File: src/rtl/ex_pkg.sv
// Shared encodings for the execute stage: control-field codes, FSM states,
// ALU control values and the ALU control decoder.
package ex_pkg;

   localparam logic [1:0] ALUOP_ADD    = 2'b00;
   localparam logic [1:0] ALUOP_BRANCH = 2'b01;
   localparam logic [1:0] ALUOP_FUNCT  = 2'b10;
   localparam logic [1:0] ALUOP_LUI    = 2'b11;

   localparam logic [1:0] JT_BTYPE = 2'b00;
   localparam logic [1:0] JT_JALR  = 2'b01;
   localparam logic [1:0] JT_JAL   = 2'b10;

   localparam logic [2:0] F3_ADD  = 3'b000;
   localparam logic [2:0] F3_SLL  = 3'b001;
   localparam logic [2:0] F3_SLT  = 3'b010;
   localparam logic [2:0] F3_SLTU = 3'b011;
   localparam logic [2:0] F3_XOR  = 3'b100;
   localparam logic [2:0] F3_SRL  = 3'b101;
   localparam logic [2:0] F3_OR   = 3'b110;
   localparam logic [2:0] F3_AND  = 3'b111;

   localparam logic [2:0] F3_BEQ  = 3'b000;
   localparam logic [2:0] F3_BNE  = 3'b001;
   localparam logic [2:0] F3_BLT  = 3'b100;
   localparam logic [2:0] F3_BGE  = 3'b101;
   localparam logic [2:0] F3_BLTU = 3'b110;
   localparam logic [2:0] F3_BGEU = 3'b111;

   localparam logic [2:0] F3_MUL    = 3'b000;
   localparam logic [2:0] F3_MULH   = 3'b001;
   localparam logic [2:0] F3_MULHSU = 3'b010;
   localparam logic [2:0] F3_MULHU  = 3'b011;
   localparam logic [2:0] F3_DIV    = 3'b100;
   localparam logic [2:0] F3_DIVU   = 3'b101;
   localparam logic [2:0] F3_REM    = 3'b110;
   localparam logic [2:0] F3_REMU   = 3'b111;

   typedef enum logic [0:0] {
      ST_IDLE     = 1'b0,
      ST_DIV_BUSY = 1'b1
   } ex_state_e;

   typedef enum logic [3:0] {
      ALU_AND  = 4'b0000,
      ALU_OR   = 4'b0001,
      ALU_ADD  = 4'b0010,
      ALU_XOR  = 4'b0011,
      ALU_SLL  = 4'b0100,
      ALU_SRL  = 4'b0101,
      ALU_SUB  = 4'b0110,
      ALU_SLT  = 4'b0111,
      ALU_SLTU = 4'b1000,
      ALU_SRA  = 4'b1001,
      ALU_LUI  = 4'b1010
   } alu_ctrl_e;

   // SUB only for R-type (addi never subtracts); SRA/SRL selected by bit 30 in both forms.
   function automatic alu_ctrl_e alu_decode(input logic [1:0] alu_op, input logic [2:0] f3,
                                            input logic i30, input logic alu_src);
      alu_ctrl_e c;
      c = ALU_ADD;
      case (alu_op)
         ALUOP_ADD:    c = ALU_ADD;
         ALUOP_BRANCH: c = ALU_SUB;
         ALUOP_LUI:    c = ALU_LUI;
         default: begin
            case (f3)
               F3_ADD:  c = (i30 && !alu_src) ? ALU_SUB : ALU_ADD;
               F3_SLL:  c = ALU_SLL;
               F3_SLT:  c = ALU_SLT;
               F3_SLTU: c = ALU_SLTU;
               F3_XOR:  c = ALU_XOR;
               F3_SRL:  c = i30 ? ALU_SRA : ALU_SRL;
               F3_OR:   c = ALU_OR;
               default: c = ALU_AND;
            endcase
         end
      endcase
      return c;
   endfunction

endpackage

File: src/rtl/ex_divider.sv
// Iterative restoring divider, one quotient bit per cycle; operands are made
// positive on start and the signs are restored on the combinational outputs.
module ex_divider
   import ex_pkg::*;
#(
   parameter int unsigned XLEN = 32
) (
   input  logic            clk,
   input  logic            rst_n,
   input  logic            start,
   input  logic            abort,
   input  logic            is_signed,
   input  logic [XLEN-1:0] dividend,
   input  logic [XLEN-1:0] divisor,
   output logic            busy,
   output logic            done_c,
   output logic [XLEN-1:0] quotient_c,
   output logic [XLEN-1:0] remainder_c
);

   localparam int unsigned CW = $clog2(XLEN + 1);

   logic [XLEN-1:0] rem_q, rem_d, quo_q, quo_d, dvs_q, dvs_d;
   logic [CW-1:0]   cnt_q, cnt_d;
   logic            busy_q, busy_d, neg_quo_q, neg_quo_d, neg_rem_q, neg_rem_d;
   logic [XLEN:0]   trial;

   always_comb begin
      rem_d     = rem_q;
      quo_d     = quo_q;
      dvs_d     = dvs_q;
      cnt_d     = cnt_q;
      busy_d    = busy_q;
      neg_quo_d = neg_quo_q;
      neg_rem_d = neg_rem_q;
      trial     = {rem_q, quo_q[XLEN-1]} - {1'b0, dvs_q};
      if (abort) begin
         busy_d = 1'b0;
      end else if (start) begin
         busy_d    = 1'b1;
         cnt_d     = CW'(XLEN);
         rem_d     = '0;
         quo_d     = (is_signed && dividend[XLEN-1]) ? -dividend : dividend;
         dvs_d     = (is_signed && divisor[XLEN-1])  ? -divisor  : divisor;
         neg_quo_d = is_signed && (dividend[XLEN-1] ^ divisor[XLEN-1]);
         neg_rem_d = is_signed && dividend[XLEN-1];
      end else if (busy_q) begin
         if (cnt_q != '0) begin
            cnt_d = cnt_q - CW'(1);
            // quo_q doubles as the dividend shift register feeding the remainder
            if (!trial[XLEN]) begin
               rem_d = trial[XLEN-1:0];
               quo_d = {quo_q[XLEN-2:0], 1'b1};
            end else begin
               rem_d = {rem_q[XLEN-2:0], quo_q[XLEN-1]};
               quo_d = {quo_q[XLEN-2:0], 1'b0};
            end
         end else begin
            busy_d = 1'b0;
         end
      end
   end

   always_ff @(posedge clk or negedge rst_n) begin
      if (!rst_n) begin
         rem_q     <= '0;
         quo_q     <= '0;
         dvs_q     <= '0;
         cnt_q     <= '0;
         busy_q    <= 1'b0;
         neg_quo_q <= 1'b0;
         neg_rem_q <= 1'b0;
      end else begin
         rem_q     <= rem_d;
         quo_q     <= quo_d;
         dvs_q     <= dvs_d;
         cnt_q     <= cnt_d;
         busy_q    <= busy_d;
         neg_quo_q <= neg_quo_d;
         neg_rem_q <= neg_rem_d;
      end
   end

   assign busy        = busy_q;
   assign done_c      = busy_q && (cnt_q == '0);
   assign quotient_c  = neg_quo_q ? -quo_q : quo_q;
   assign remainder_c = neg_rem_q ? -rem_q : rem_q;

endmodule

File: src/rtl/ex_stage_pipelined.sv
// Execute stage: ALU, branch resolve, link/target generation, optional M ops,
// registered EX/MEM slot with valid/ready and a one-cycle redirect pulse.
module ex_stage_pipelined
   import ex_pkg::*;
#(
   parameter int unsigned XLEN          = 32,
   parameter bit          ENABLE_MULDIV = 1'b1,
   parameter int unsigned BR_IMM_SHL    = 1
) (
   input  logic            clk,
   input  logic            rst_n,
   input  logic            flush,
   input  logic            in_valid,
   output logic            in_ready,
   input  logic [XLEN-1:0] ex_pc,
   input  logic [XLEN-1:0] readData1,
   input  logic [XLEN-1:0] readData2,
   input  logic [XLEN-1:0] immGenOut,
   input  logic [2:0]      funct3,
   input  logic            i30,
   input  logic            i25,
   input  logic [1:0]      ALUOp,
   input  logic            ALUSrc,
   input  logic            branch,
   input  logic [1:0]      jumpType,
   input  logic [4:0]      in_rd,
   input  logic            in_regWrite,
   output logic            out_valid,
   input  logic            out_ready,
   output logic [XLEN-1:0] ALUResult,
   output logic [4:0]      out_rd,
   output logic            out_regWrite,
   output logic            redirect_valid,
   output logic [XLEN-1:0] redirect_pc
);

   localparam int unsigned SHW = $clog2(XLEN);
   localparam logic [XLEN-1:0] INT_MIN = {1'b1, {(XLEN-1){1'b0}}};

   logic [XLEN-1:0]   op_b, alu_res, mul_res, div_spec_res, exec_res, br_tgt, jalr_sum, target;
   logic [SHW-1:0]    shamt;
   alu_ctrl_e         alu_ctrl;
   logic [2*XLEN-1:0] mul_a, mul_b, mul_p;
   logic              is_m, is_div, div_zero, div_ovf, div_start, accept;
   logic              is_jump, br_cond, taken, div_busy, div_done_c;
   logic [XLEN-1:0]   div_quo_c, div_rem_c;

   ex_state_e         state_q, state_d;
   logic              out_valid_q, out_valid_d, redirect_valid_q, redirect_valid_d;
   logic              out_regwrite_q, out_regwrite_d, pend_rw_q, pend_rw_d, pend_rem_q, pend_rem_d;
   logic [XLEN-1:0]   alu_result_q, alu_result_d, redirect_pc_q, redirect_pc_d;
   logic [4:0]        out_rd_q, out_rd_d, pend_rd_q, pend_rd_d;

   assign op_b     = ALUSrc ? immGenOut : readData2;
   assign shamt    = op_b[SHW-1:0];
   assign alu_ctrl = alu_decode(ALUOp, funct3, i30, ALUSrc);

   always_comb begin
      case (alu_ctrl)
         ALU_AND:  alu_res = readData1 & op_b;
         ALU_OR:   alu_res = readData1 | op_b;
         ALU_ADD:  alu_res = readData1 + op_b;
         ALU_XOR:  alu_res = readData1 ^ op_b;
         ALU_SLL:  alu_res = readData1 << shamt;
         ALU_SRL:  alu_res = readData1 >> shamt;
         ALU_SUB:  alu_res = readData1 - op_b;
         ALU_SLT:  alu_res = XLEN'($signed(readData1) < $signed(op_b));
         ALU_SLTU: alu_res = XLEN'(readData1 < op_b);
         ALU_SRA:  alu_res = XLEN'($signed(readData1) >>> shamt);
         ALU_LUI:  alu_res = immGenOut;
         default:  alu_res = '0;
      endcase
   end

   // Sign/zero-extend to 2*XLEN so one unsigned multiply serves all four variants.
   assign is_m    = ENABLE_MULDIV && (ALUOp == ALUOP_FUNCT) && i25 && !ALUSrc;
   assign mul_a   = {{XLEN{((funct3 == F3_MULH) || (funct3 == F3_MULHSU)) & readData1[XLEN-1]}}, readData1};
   assign mul_b   = {{XLEN{(funct3 == F3_MULH) & op_b[XLEN-1]}}, op_b};
   assign mul_p   = mul_a * mul_b;
   assign mul_res = (funct3 == F3_MUL) ? mul_p[XLEN-1:0] : mul_p[2*XLEN-1:XLEN];

   assign is_div    = is_m && funct3[2];
   assign div_zero  = (op_b == '0);
   assign div_ovf   = !funct3[0] && (readData1 == INT_MIN) && (&op_b);
   assign div_spec_res = div_zero ? (funct3[1] ? readData1 : '1)
                                  : (funct3[1] ? '0 : readData1);

   always_comb begin
      case (funct3)
         F3_BEQ:  br_cond = (readData1 == readData2);
         F3_BNE:  br_cond = (readData1 != readData2);
         F3_BLT:  br_cond = ($signed(readData1) < $signed(readData2));
         F3_BGE:  br_cond = ($signed(readData1) >= $signed(readData2));
         F3_BLTU: br_cond = (readData1 < readData2);
         F3_BGEU: br_cond = (readData1 >= readData2);
         default: br_cond = 1'b0;
      endcase
   end

   assign is_jump  = branch && ((jumpType == JT_JAL) || (jumpType == JT_JALR));
   assign taken    = is_jump || (branch && (jumpType == JT_BTYPE) && br_cond);
   assign br_tgt   = ex_pc + (immGenOut << BR_IMM_SHL);
   assign jalr_sum = readData1 + immGenOut;
   assign target   = (jumpType == JT_JALR) ? {jalr_sum[XLEN-1:1], 1'b0} : br_tgt;

   assign exec_res = is_jump ? (ex_pc + XLEN'(4))
                   : is_m    ? (funct3[2] ? div_spec_res : mul_res)
                   : alu_res;

   assign in_ready  = !flush && (state_q == ST_IDLE) && !div_busy && (!out_valid_q || out_ready);
   assign accept    = in_valid && in_ready;
   assign div_start = accept && is_div && !div_zero && !div_ovf;

   ex_divider #(.XLEN(XLEN)) u_div (
      .clk         (clk),
      .rst_n       (rst_n),
      .start       (div_start),
      .abort       (flush),
      .is_signed   (!funct3[0]),
      .dividend    (readData1),
      .divisor     (op_b),
      .busy        (div_busy),
      .done_c      (div_done_c),
      .quotient_c  (div_quo_c),
      .remainder_c (div_rem_c)
   );

   // Slot/FSM next state; flush overrides everything, redirect defaults low for a single pulse.
   always_comb begin
      state_d          = state_q;
      out_valid_d      = out_valid_q;
      alu_result_d     = alu_result_q;
      out_rd_d         = out_rd_q;
      out_regwrite_d   = out_regwrite_q;
      redirect_valid_d = 1'b0;
      redirect_pc_d    = redirect_pc_q;
      pend_rd_d        = pend_rd_q;
      pend_rw_d        = pend_rw_q;
      pend_rem_d       = pend_rem_q;
      if (out_ready) out_valid_d = 1'b0;
      if (flush) begin
         state_d     = ST_IDLE;
         out_valid_d = 1'b0;
      end else if (state_q == ST_DIV_BUSY) begin
         if (div_done_c) begin
            state_d        = ST_IDLE;
            out_valid_d    = 1'b1;
            alu_result_d   = pend_rem_q ? div_rem_c : div_quo_c;
            out_rd_d       = pend_rd_q;
            out_regwrite_d = pend_rw_q;
         end
      end else if (accept) begin
         if (div_start) begin
            state_d    = ST_DIV_BUSY;
            pend_rd_d  = in_rd;
            pend_rw_d  = in_regWrite;
            pend_rem_d = funct3[1];
         end else begin
            out_valid_d      = 1'b1;
            alu_result_d     = exec_res;
            out_rd_d         = in_rd;
            out_regwrite_d   = in_regWrite;
            redirect_valid_d = taken;
            if (taken) redirect_pc_d = target;
         end
      end
   end

   always_ff @(posedge clk or negedge rst_n) begin
      if (!rst_n) begin
         state_q          <= ST_IDLE;
         out_valid_q      <= 1'b0;
         alu_result_q     <= '0;
         out_rd_q         <= '0;
         out_regwrite_q   <= 1'b0;
         redirect_valid_q <= 1'b0;
         redirect_pc_q    <= '0;
         pend_rd_q        <= '0;
         pend_rw_q        <= 1'b0;
         pend_rem_q       <= 1'b0;
      end else begin
         state_q          <= state_d;
         out_valid_q      <= out_valid_d;
         alu_result_q     <= alu_result_d;
         out_rd_q         <= out_rd_d;
         out_regwrite_q   <= out_regwrite_d;
         redirect_valid_q <= redirect_valid_d;
         redirect_pc_q    <= redirect_pc_d;
         pend_rd_q        <= pend_rd_d;
         pend_rw_q        <= pend_rw_d;
         pend_rem_q       <= pend_rem_d;
      end
   end

   assign out_valid      = out_valid_q;
   assign ALUResult      = alu_result_q;
   assign out_rd         = out_rd_q;
   assign out_regWrite   = out_regwrite_q;
   assign redirect_valid = redirect_valid_q;
   assign redirect_pc    = redirect_pc_q;

endmodule
File: config.mk
export PLATFORM = sky130hd
export DESIGN_NAME = ex_stage_pipelined
export DESIGN_NICKNAME = d
export VERILOG_FILES = /design/src/rtl/ex_pkg.sv /design/src/rtl/ex_divider.sv /design/src/rtl/ex_stage_pipelined.sv
export SDC_FILE = /design/constraint.sdc
export NUM_CORES = 2
export LEC_CHECK = 0
export ABC_AREA = 1
export CORE_MARGIN = 8
export CORE_UTILIZATION = 59
export CTS_CLUSTER_DIAMETER = 200
export DETAILED_ROUTE_END_ITERATION = 6
export PLACE_DENSITY = 0.83
export RECOVER_POWER = 25
export SLEW_MARGIN = 20
export SYNTH_ARGS = -nofsm -noshare
export SYNTH_HDL_FRONTEND = slang
export SYNTH_HIERARCHICAL = 1
export SYNTH_SLANG_ARGS = --single-unit
File: constraint.sdc
create_clock -name clk -period 2.83 [get_ports clk]
set_input_delay 0.566 -clock clk [delete_from_list [all_inputs] [get_ports clk]]
set_output_delay 0.566 -clock clk [all_outputs]
set_load 0.05 [all_outputs]
==> results of run 1 <==
-- synthesized netlist by cell type, types with 48 or more instances --
library cell	instances
a21oi_1	373
clkbuf_1	327
dfrtp_1	185
fa_1	1130
ha_1	442
inv_1	2077
nand2_1	2703
nand3_1	583
nand4_1	112
nor2_1	1007
nor3_1	77
o211ai_1	55
o21ai_0	602
o21bai_1	48
xor2_1	131
-- layer usage --
metal	GRT usage, %	overflow
met4	83.9	442
met2	96.5	840
met1	84.4	120
met3	78.3	122
met5	55.7	8
-- kinds of logic after synthesis --
group | after synthesis | share of synthesized area [%]
compound gates | 1290 | 10.3
xor+xnor | 167 | 2.09
fa+ha+maj | 1572 | 40.2
buf+inv | 2545 | 13.9
flops | 185 | 6.61
mux | 7 | 0.102
simple gates | 4601 | 26.8
-- what timing repair did --
action / CTS
cloned: 18
setup buffers: 194
endpoints found under the hold margin: 0
pin swaps: 423
endpoints found under the setup margin: 185
resized for setup: 1233
-- per-stage QoR --
| stage | cell area (sq um) | hold WS, ns | worst slack (ns) | std cells | setup TNS [ns] |
|---|---|---|---|---|---|
| 4_1_cts | 94800 | 0.108 | -5.29 | 13795 | -212.11 |
| 3_5_place_dp | 88200 | 0.462 | -7.07 | 13557 | -521.02 |
| 3_3_place_gp | 88200 | 0.454 | -6.96 | 13557 | -511.32 |
| 2_1_floorplan | 70500 | 0.270 | -4.97 | 10367 | -161.76 |
==> run summary, run 1 <==
status: stopped before the end
failing step: 5_1_grt
Error: [ERROR GRT-0116] Global routing finished with congestion. Check the congestion regions in the DRC Viewer.
leading post-synthesis cells by cell area: fa_1, nand2_1, inv_1
PortBufs: 222
post-synth top area cell: fa_1
die span in y: 361 microns
proportion of netlist area held by the largest area contributor: 32.3%
initial core utilization: 59.4%
Syn Nets: 12.1k
Avg Cell Area, Syn: 6.76 sq um
FFs w/ async S/R, synth: 100%
CTS H-tree lvls: 4
EDFF count, synth: 0
Synth Flop Type: dfrtp_1
global-route wire length before repair: 830 mm
worst-case clock buffer depth: 2
Yosys reg bits: 185
vias in the first global route: 108k
GR Util All Layers: 85.6%
Ys Warns: 6
Seq/Total Area, Yosys: 6.61%
clk root buf: clkbuf_16
Final GP Congestion: 1.31
CTS Sinks: 185
HPWL after DPL: 324 mm
remaining global-route overflow: 1532
Site Rows: 126
# hold bufs at CTS: 0
largest net degree at the start of global routing: 73
cts bufs inserted: 17
Synth Instances: 10.4k
I/O pins: 223
width of the chip: 361 microns
post-synthesis cell type count: 65
Cell Area, Synth: 70100 sq um
==> run 2, diff against run 1 <==
--- a/config.mk
+++ b/config.mk
@@ -7,10 +7,9 @@
 export LEC_CHECK = 0
 export ABC_AREA = 1
 export CORE_MARGIN = 8
-export CORE_UTILIZATION = 59
-export CTS_CLUSTER_DIAMETER = 200
+export CORE_UTILIZATION = 40
 export DETAILED_ROUTE_END_ITERATION = 6
-export PLACE_DENSITY = 0.83
+export PLACE_DENSITY_LB_ADDON = 0.15
 export RECOVER_POWER = 25
 export SLEW_MARGIN = 20
 export SYNTH_ARGS = -nofsm -noshare
==> constraint.sdc (replaced) <==
create_clock -name clk -period 3.7 [get_ports clk]
set_input_delay 0.74 -clock clk [delete_from_list [all_inputs] [get_ports clk]]
set_output_delay 0.74 -clock clk [all_outputs]
set_load 0.05 [all_outputs]
==> run summary, run 2 <==
initial core utilization: 40.3%
status: complete, but fails checks
top cells by count, synth: nand2_1, inv_1, fa_1, nor2_1, o21ai_0
Starting DRT DRC Count: 9792
die area: 189000 sq um
critical path capture point type: register
Reg clk slew, reported paths: 0.08 ns
global-route wire length before repair: 594 mm
Site Rows: 153
CP max FO: 4
Final #Nets: 14.0k
worst-case clock buffer depth: 2
HP Class: register to register
Avg Cell Area, Syn: 6.76 sq um
total number of vias: 82.2k
vias in the first global route: 81.6k
final hold viol count: 0
proportion of netlist area held by the largest area contributor: 32.3%
die span in y: 435 microns
latest clock arrival within the worst-skew pair: 0.52 ns
CP Buf/Inv Count: 12
final worst slack: -4.52 ns
HPWL after DPL: 359 mm
CTS Sinks: 185
remaining global-route overflow: 0
leading post-synthesis cells by cell area: fa_1, nand2_1, inv_1
post-DR wirelength/cell: 29.2 microns
Yosys reg bits: 185
most used cell, CP: fa_1
CORE AREA: 174000 sq um
Max Fclk: 0.122 GHz
WL final: 428 mm
RSZ-0062 raised after global routing: true
CTS H-tree lvls: 4
Cell Area, Synth: 70100 sq um
Seq/Total Area, Yosys: 6.61%
# hold bufs at CTS: 0
Slowest cell on crit path: fa_2
Area growth syn-to-layout: 39.0%
largest net degree at the start of global routing: 84
FFs w/ async S/R, synth: 100%
GR Util All Layers: 44.1%
post-synth top area cell: fa_1
leading cell type in the layout, fill and taps excluded: nand2_1
clk root buf: clkbuf_16
crit path kind: input pin to register
fin crit share: 222%
I/O pins: 223
maxcap violations: 1
most frequent cells in the layout: nand2_1, inv_1, buf_4
endpoints failing setup: 178
final setup skew: 0.0216 ns
Final Non-Filler Cells: 14.7k
Synth Flop Type: dfrtp_1
initial antenna violation count: 42
CTS tree: yes
DRT Pass-1 Iters: 7
Syn Nets: 12.1k
cts bufs inserted: 17
Place WS: -6.27 ns
Final Critical Period: 8.22 ns
PortBufs: 222
Residual DRC: 10
placed cell count: 14.4k
max_slew headroom: -58.0%
failing checks: DRC, capacitance limit, slew limit, setup timing
width of the chip: 435 microns
EDFF count, synth: 0
startpoint types: input pin
most numerous cell in the Yosys netlist: nand2_1
Final GP Congestion: 1.09
antenna-violating nets left: 0
post-synthesis cell type count: 65
Synth Instances: 10.4k
CP required: 4.14 ns
max incr delay on CP: 0.72 ns
endpoint arrival time on the critical path: 8.66 ns
worst slew pin tran: 2.37 ns
Top Family by Delay on Critical Path: adder cells
via/cell ratio: 5.60
max-slew violation count: 83
layout cells sized above 1: 25.9%
Ys Warns: 6
run 2: routing by layer:
layer	wire [microns]	global-route usage, %	up-vias	part of all wire (%)
li1	-	-	35572	-
met5	126	0	-	0.029
met3	50500	13.4	1535	12
met2	178000	64.9	5201	42
met1	156000	53.7	39852	36
met4	43500	34.9	18	10
run 2: final timing paths:
path	start	to	slack [ns]	depth (start not counted)
max	immGenOut[5]	ALUResult[9]$_DFFE_PN0P_	-4.52	37
min	redirect_pc[13]$_DFFE_PN0P_	redirect_pc[13]$_DFFE_PN0P_	0.47	2
max reg2reg	u_div/quo_q[0]$_DFFE_PN0P_	ALUResult[24]$_DFFE_PN0P_	0.36	13
min reg2reg	redirect_pc[13]$_DFFE_PN0P_	redirect_pc[13]$_DFFE_PN0P_	0.47	2
max in group asynchronous	rst_n	u_div/rem_q[7]$_DFFE_PN0P_	1.27	2
min in group asynchronous	rst_n	u_div/quo_q[7]$_DFFE_PN0P_	0.92	1
run 2: kinds of logic after synthesis:
group	count (synthesis)	synth area share, %
buf+inv	2545	13.9
compound gates	1290	10.3
xor+xnor	167	2.09
mux	7	0.102
flops	185	6.61
simple gates	4601	26.8
fa+ha+maj	1572	40.2
run 2: final cells by class:
cell class / instances / area [sq um]
repair buffers: 2355 / 21500
inverters: 2117 / 8200
diodes: 26 / 65.1
flip-flops and latches: 185 / 4630
clock inverters: 14 / 155
clock buffers: 17 / 425
multi-input cells: 7638 / 59500
well taps: 2325 / 2910
repair inverters: 1 / 11.3
fillers: 16860 / 76600
run 2: worst reg2reg max path, cell delays in order (launching register included):
cell and delay [ns]:
dfrtp_1 0.43, inv_1 0.13, ha_1 0.18, nand3_1 0.14, nor2_1 0.18, nand2_1 0.11, nor2_1 0.31, nand3_1 0.16
o21ai_0 0.31, xor2_1 0.17, o21ai_0 0.64, nor2_1 0.18, nor2_1 0.19, a21oi_1 0.09
run 2: stage by stage:
step	instance area (sq um)	setup TNS, ns	util (%)	hold WS (ns)
final	97400	-176.50	56.0	0.475
after global routing	97300	-187.31	55.9	0.500
after CTS	94500	-153.06	54.3	0.278
after detailed placement	89700	-444.22	51.6	0.458
after global placement	89700	-439.36	51.6	0.458
after floorplan	70500	-130.24	-	0.444
run 2: repair_timing:
| item | in CTS | in global routing |
|---|---|---|
| pin swaps | 325 | 367 |
| setup buffers | 135 | 118 |
| cloned | 15 | 4 |
| setup endpoints to repair | 185 | 177 |
| resized for setup | 872 | 608 |
Power of run 2 is not shown: default switching activity piles up to over one toggle a cycle in this logic, so the estimate is an artifact.
